$ cat config.mk
export PLATFORM = sky130hd
export DESIGN_NAME = mem_burst_responder
export DESIGN_NICKNAME = d
export VERILOG_FILES = /design/src/rtl/mem_burst_responder.sv
export SDC_FILE = /design/constraint.sdc
export NUM_CORES = 2
export LEC_CHECK = 0
export CORE_MARGIN = 3
export CORE_UTILIZATION = 25
export CTS_CLUSTER_DIAMETER = 100
export DETAILED_ROUTE_END_ITERATION = 12
export SLEW_MARGIN = 15
export SYNTH_ARGS = -nofsm -noshare
export SYNTH_HDL_FRONTEND = slang
export SYNTH_SLANG_ARGS = --single-unit
$ cat constraint.sdc
create_clock -name clock -period 3.4 [get_ports clock]
set_input_delay 0.34 -clock clock [delete_from_list [all_inputs] [get_ports clock]]
set_output_delay 0.34 -clock clock [all_outputs]
set_load 0.1 [all_outputs]
$ cat src/rtl/mem_burst_responder.sv
// Memory-side responder for cache block transfers: one byte per cycle over a byte lane.
// Serves BLOCKSIZE-byte read (refill) and write (write-back) bursts from a byte-wide array.
module mem_burst_responder #(
    parameter int AWIDTH     = 9,
    parameter int DWIDTH     = 8,
    parameter int BLOCKSIZE  = 4,
    parameter int RD_LATENCY = 2
) (
    input  logic              clock,
    input  logic              reset,
    input  logic [AWIDTH-1:0] addr_mem,
    input  logic              rd_mem,
    input  logic              wr_mem,
    input  logic [DWIDTH-1:0] wdata_mem,
    output logic [DWIDTH-1:0] rdata_mem,
    output logic              rdata_oe,
    output logic              rdata_valid,
    output logic              ready_mem,
    output logic [1:0]        fsm_state
);

    localparam int CW = $clog2(BLOCKSIZE);
    localparam int BW = AWIDTH - CW;
    localparam logic [CW-1:0] CNT_LAST = CW'(BLOCKSIZE - 1);
    localparam logic [3:0]    LAT_LAST = (RD_LATENCY == 0) ? 4'd0 : 4'(RD_LATENCY - 1);

    typedef enum logic [1:0] {
        IDLE     = 2'd0,
        RD_WAIT  = 2'd1,
        RD_BURST = 2'd2,
        WR_BURST = 2'd3
    } state_t;

    state_t state, state_next;

    logic [DWIDTH-1:0] mem [0:(1<<AWIDTH)-1];
    logic [BW-1:0]     blk;
    logic [CW-1:0]     cnt;
    logic [3:0]        lat_cnt;
    logic              rd_done;
    logic [AWIDTH-1:0] byte_addr;

    logic accept, lat_inc, rd_en, rd_finish, wr_en;

    // Handshake: a request (rd_mem/wr_mem) is taken only on an edge where ready_mem=1;
    // at any other time it is dropped. rdata_mem is meaningful only while rdata_valid=1.
    assign ready_mem = (state == IDLE);
    assign rdata_oe  = rdata_valid;
    assign fsm_state = state;
    assign byte_addr = {blk, cnt};

    always_comb begin
        state_next = state;
        accept     = 1'b0;
        lat_inc    = 1'b0;
        rd_en      = 1'b0;
        rd_finish  = 1'b0;
        wr_en      = 1'b0;
        case (state)
            IDLE: begin
                if (wr_mem) begin
                    accept     = 1'b1;
                    state_next = WR_BURST;
                end else if (rd_mem) begin
                    accept     = 1'b1;
                    state_next = (RD_LATENCY == 0) ? RD_BURST : RD_WAIT;
                end
            end
            RD_WAIT: begin
                if (lat_cnt == LAT_LAST) state_next = RD_BURST;
                else                     lat_inc    = 1'b1;
            end
            RD_BURST: begin
                // rd_done marks that the last byte went out on the previous edge
                if (rd_done) begin
                    rd_finish  = 1'b1;
                    state_next = IDLE;
                end else begin
                    rd_en = 1'b1;
                end
            end
            WR_BURST: begin
                wr_en = 1'b1;
                if (cnt == CNT_LAST) state_next = IDLE;
            end
            default: state_next = IDLE;
        endcase
    end

    always_ff @(posedge clock) begin
        if (reset) state <= IDLE;
        else       state <= state_next;
    end

    always_ff @(posedge clock) begin
        if (reset) begin
            blk         <= '0;
            cnt         <= '0;
            lat_cnt     <= '0;
            rd_done     <= 1'b0;
            rdata_mem   <= '0;
            rdata_valid <= 1'b0;
        end else begin
            if (accept) begin
                blk     <= addr_mem[AWIDTH-1:CW];
                cnt     <= '0;
                lat_cnt <= '0;
                rd_done <= 1'b0;
            end
            if (lat_inc) lat_cnt <= lat_cnt + 4'd1;
            if (rd_en) begin
                rdata_mem   <= mem[byte_addr];
                rdata_valid <= 1'b1;
                cnt         <= cnt + 1'b1;
                rd_done     <= (cnt == CNT_LAST);
            end
            if (rd_finish) begin
                rdata_valid <= 1'b0;
                rd_done     <= 1'b0;
            end
            if (wr_en) cnt <= cnt + 1'b1;
        end
    end

    // Array is never cleared; a reset edge suppresses the write so an aborted burst stops at once.
    always_ff @(posedge clock) begin
        if (wr_en && !reset) mem[byte_addr] <= wdata_mem;
    end

endmodule

# After elaboration in Yosys (flattened, before gate mapping)
# Memory sizes are Yosys's and may differ from the RTL's. A register that Yosys moved wholly into a read port is not among the register bits.
# Cells that the tools add are included.
[op_classes]
addsub = 2
n_eq_ne = 9
n_mux = 25
reduce_logical = 8
[op_table]
columns = ["operator", "n"]
rows = [
  ["$mux W2", 8],
  ["$mux W1", 14],
  ["$mux W4", 2],
  ["$pmux W2 S4", 1],
  ["$eq A2 B2 Y1 const B", 3],
  ["$ne A2 B2 Y1 const B", 3],
  ["$add A4 B1 Y4 const B", 1],
  ["$eq A4 B1 Y1 const B", 1],
  ["$reduce_and A4 Y1", 1],
  ["$reduce_bool A2 Y1", 2],
  ["$ne A3 B3 Y1 const B", 1],
  ["$reduce_bool A3 Y1", 1],
  ["$add A2 B1 Y2 const B", 1],
  ["$eq A2 B1 Y1 const B", 1],
  ["$logic_not A2 Y1", 1],
  ["$reduce_or A2 Y1", 1],
  ["$logic_and A1 B1 Y1", 1],
  ["$logic_not A1 Y1", 1],
]
[totals]
ff_bits = 17
ram_bits = 4096
inputBits = 21
elab_cells = 51
n_memories = 1
[memory_table]
columns = ["name", "depth", "word_bits", "rd", "rd_ports_with_merged_regs", "write_ports", "line", "text"]
rows = [
  ["mem", 512, 8, 1, 1, 1, "36", "logic [DWIDTH-1:0] mem [0:(1<<AWIDTH)-1];"],
]

# Longest topological paths before layout
[depth]
depth_word = 6
mapped_depth = 13
ltp_nobuf = 8

# Worst setup path after synthesis
# No wires, ideal clock.
[synth_timing]
path_kind = "reg2reg"
from = "register state[1] (netlist: fsm_state[1])"
to = "register lat_cnt[1]"
t_arrival_ps = 3048
required_time_ps = 3272
setup_slack_ps = 225
stages_incl_launch_ff = 6
n_path_buf = 0
period_less_slack_ps = 3175
path_cell_list = "dfxtp_1 -> nor2_1 -> o21ai_1 -> nand2_1 -> mux2_2 -> nor2_1"
[synth_between]
elab_chain_len = 3
elab_cells_between_ends = 6
[synth_lines]
columns = ["item", "line", "text"]
rows = [
  ["start, declared", "34", "state_t state, state_next;"],
  ["start signal, assigned", "92", "else state <= state_next;"],
  ["$logic_not A2 Y1", "-", ""],
  ["via ready_mem", "18", "output logic ready_mem,"],
  ["$mux W1", "59", "case (state)"],
  ["$reduce_bool A2 Y1 (no source line)", "-", ""],
  ["end signal, assigned", "110", "if (lat_inc) lat_cnt <= lat_cnt + 4'd1;"],
  ["end, declared", "39", "logic [3:0] lat_cnt;"],
]
# The timed path passes the listed nets, and every way through them passes these cells.
# A chain may end at the register's enable or synchronous reset.

==> flow_summary.toml <==
[status]
outcome = "finished, violations left"
violations = "setup timing"

[yosys]
synth_seq_cells = 4121
synth_seq_area_share = 0.773
avgSynthCellArea_um2 = 22.0
synth_edf_count = 4096
yosys.area.top_type = "edfxtp_1"
synth_ff_type = "edfxtp_1"
synth.area.top_cells = "edfxtp_1 (77%), mux4_2 (15%), mux2i_1 (1.5%), nor2_1 (1.4%), clkbuf_1 (0.42%)"
yosys.area.top_type_share = 0.770
synth_cells = 7246
yosysMostFrequentCell = "edfxtp_1"
ys_warn_count = 0
synth_commonest_cells = "edfxtp_1 (4096), mux4_2 (1086), nor2_1 (585)"
async_flop_share = 0
syn_nets = 7273
syn_area_um2 = 160000
synth_cell_types = 72

[worst_hold_path]
min_path_type = "in2reg"

[detailed_routing]
routed_wl_mm = 465
viasPerCell = 4.77
drtIter0Drc = 11727
dr.pass1.iters = 5
drc = 0
wire_per_inst_um = 26.7
ant_nets = 0
num_vias = 83078

[cells_and_area]
final_nets = 8721
layout.cells.non_filler = 17432
drive_gt1_frac = 0.366
area_growth_pct = 22.6
postLayoutCellArea_um2 = 196000
fin_util = 0.309

[timing]
final-max-slew-violation-count = 0
period_share = 1.02
fmax_mhz = 288
worst_slack_ps = -67.2
hold_viol_final = 0
rsz0062_at_grt = "true"
max_slew.worst_pin.slew_ps = 1200
setup_viol = 4
setup_tns_ps = -161
finClkSkew_ps = 97.6
period_needed_ps = 3470
relSlewSlack = 0.202

[placed_design]
hpwl_mm = 308
place_congestion = 0.904
io_buffers = 31
placement.cell_area_um2 = 181000
dp.cells = 16575

[setup_path]
crit_type = "reg2reg"
crit_fanout = 19
crit_required_ps = 4240
arrival_ps = 4310
critPathLaunchType = "flop"
end_kind = "flop"

[power]
p_per_area_nw_per_um2 = 610
ir_drop_uv = 650
p_leak_nw = 60.5

[clock_network]
cts-htree-levels = 5
clk_pin_slew_ps = 70
cts_tree = "done"
cts_root_buf = "clkbuf_16"
cts_inserted_buffers = 413
clk_latency_ps = 980
clock_path_buffers = 4
cts_sinks = 4121

[global_route]
grt_max_degree = 146
grt_pass1_vias = 84245
grt_overflow = 0
track_usage = 0.139
antenna_found_initial = 35
grt_pass1_wl_mm = 654

[die]
coreArea_um2 = 635000
io-pin-count = 34
dieHeight_um = 805
start_util = 0.252
die_w_um = 805
die_area_um2 = 649000
num_rows = 292

[run]
max_cap_viol_count = 0
-- timing repair --
action	4_1_cts	5_1_grt
setup endpoints to repair	8	16
hold buffers	7	1
pin swaps	14	23
buffers inserted	36	31
gates resized for setup	81	74
gates cloned	3	6
hold endpoints to repair	234	8
-- stage by stage --
step	worst slack [ps]	total power (W)	hold WS, ps
after floorplan	225	0.0668	439
after global placement	-415	0.0748	465
after detailed placement	-370	0.0750	489
after CTS	-93.5	0.120	14.8
after global routing	-74.6	0.123	50.7
final	-67.2	0.120	81.3
-- final timing paths --
| kind | start | endpoint | slack (ps) | depth (start not counted) |
|---|---|---|---|---|
| max | cnt[1]$_SDFFE_PP0P_ | rdata_mem[4]$_SDFFE_PP0P_ | -70 | 9 |
| min | wdata_mem[3] | mem[104][3]$_DFFE_PP_ | 80 | 1 |
| max reg2reg | cnt[1]$_SDFFE_PP0P_ | rdata_mem[4]$_SDFFE_PP0P_ | -70 | 9 |
| min reg2reg | lat_cnt[3]$_SDFFE_PP0P_ | lat_cnt[3]$_SDFFE_PP0P_ | 490 | 2 |
-- critical path: stages (launching register included) --
cell	delay [ps]
dfxtp_4	410
buf_12	190
nor2_2	720
buf_4	320
a22oi_1	120
a21oi_1	390
nor4b_1	150
a2111o_1	470
nor4_2	380
a311oi_1	160
-- power by group --
part | switching (W) | internal [W]
Sequential | 0.000253 | 0.0559
Clock | 0.0193 | 0.0253
Combinational | 0.0104 | 0.00841
-- kinds of logic after synthesis --
family | Yosys count | synth area share
xor gates and xnor gates | 1 | 0.0000548
adders and majority gates | 6 | 0.000470
DFF | 4121 | 0.773
AOI/OAI and AO/OA | 350 | 0.0155
buffers and inverters | 453 | 0.0145
and+or+nand+nor | 945 | 0.0251
muxes | 1370 | 0.171
-- state kept, by name, indices dropped and copies added, names as in the netlist --
register and flops:
rdata_mem 8, blk 7, rdata_oe 1, lat_cnt 4, fsm_state 2, cnt 2
mem 4096, rd_done 1
-- final cells by class --
cell class                 count  area [um^2]
fill                       59987       439000
sequential                  4121       124000
multi-input combinational   2672        34600
timing repair buffer        1478        13900
clock buffer                 507        11000
tap                         8379        10500
clock inverter               256         2270
inverter                       8         32.5
antenna                       11         27.5
-- cell usage in the layout (no fill, tap or decap), types with 20 or more instances in the layout --
cell       count
clkbuf_16    431
nand3_1       50
nand2_1      138
edfxtp_1    4096
clkbuf_1      79
o22ai_1       32
a211oi_1      25
mux2_2        44
buf_4       1234
clkinv_1      96
bufinv_16     30
buf_12       164
a21oi_1       51
clkinv_2      92
nand4_1       20
nor2_1       577
nor3_1        23
o21ai_0       29
nor2b_1       22
mux4_2      1086
a22oi_1       68
mux2i_1      228
-- routing by layer --
layer  vias up  GRT usage  share of wire
met5         -          0       0.000073
met4         6     0.0516          0.042
met3       824     0.0273          0.097
met2      4299      0.220           0.47
met1     44530      0.189           0.39
li1      33419          -              -
(Power assumes the default switching activity.)
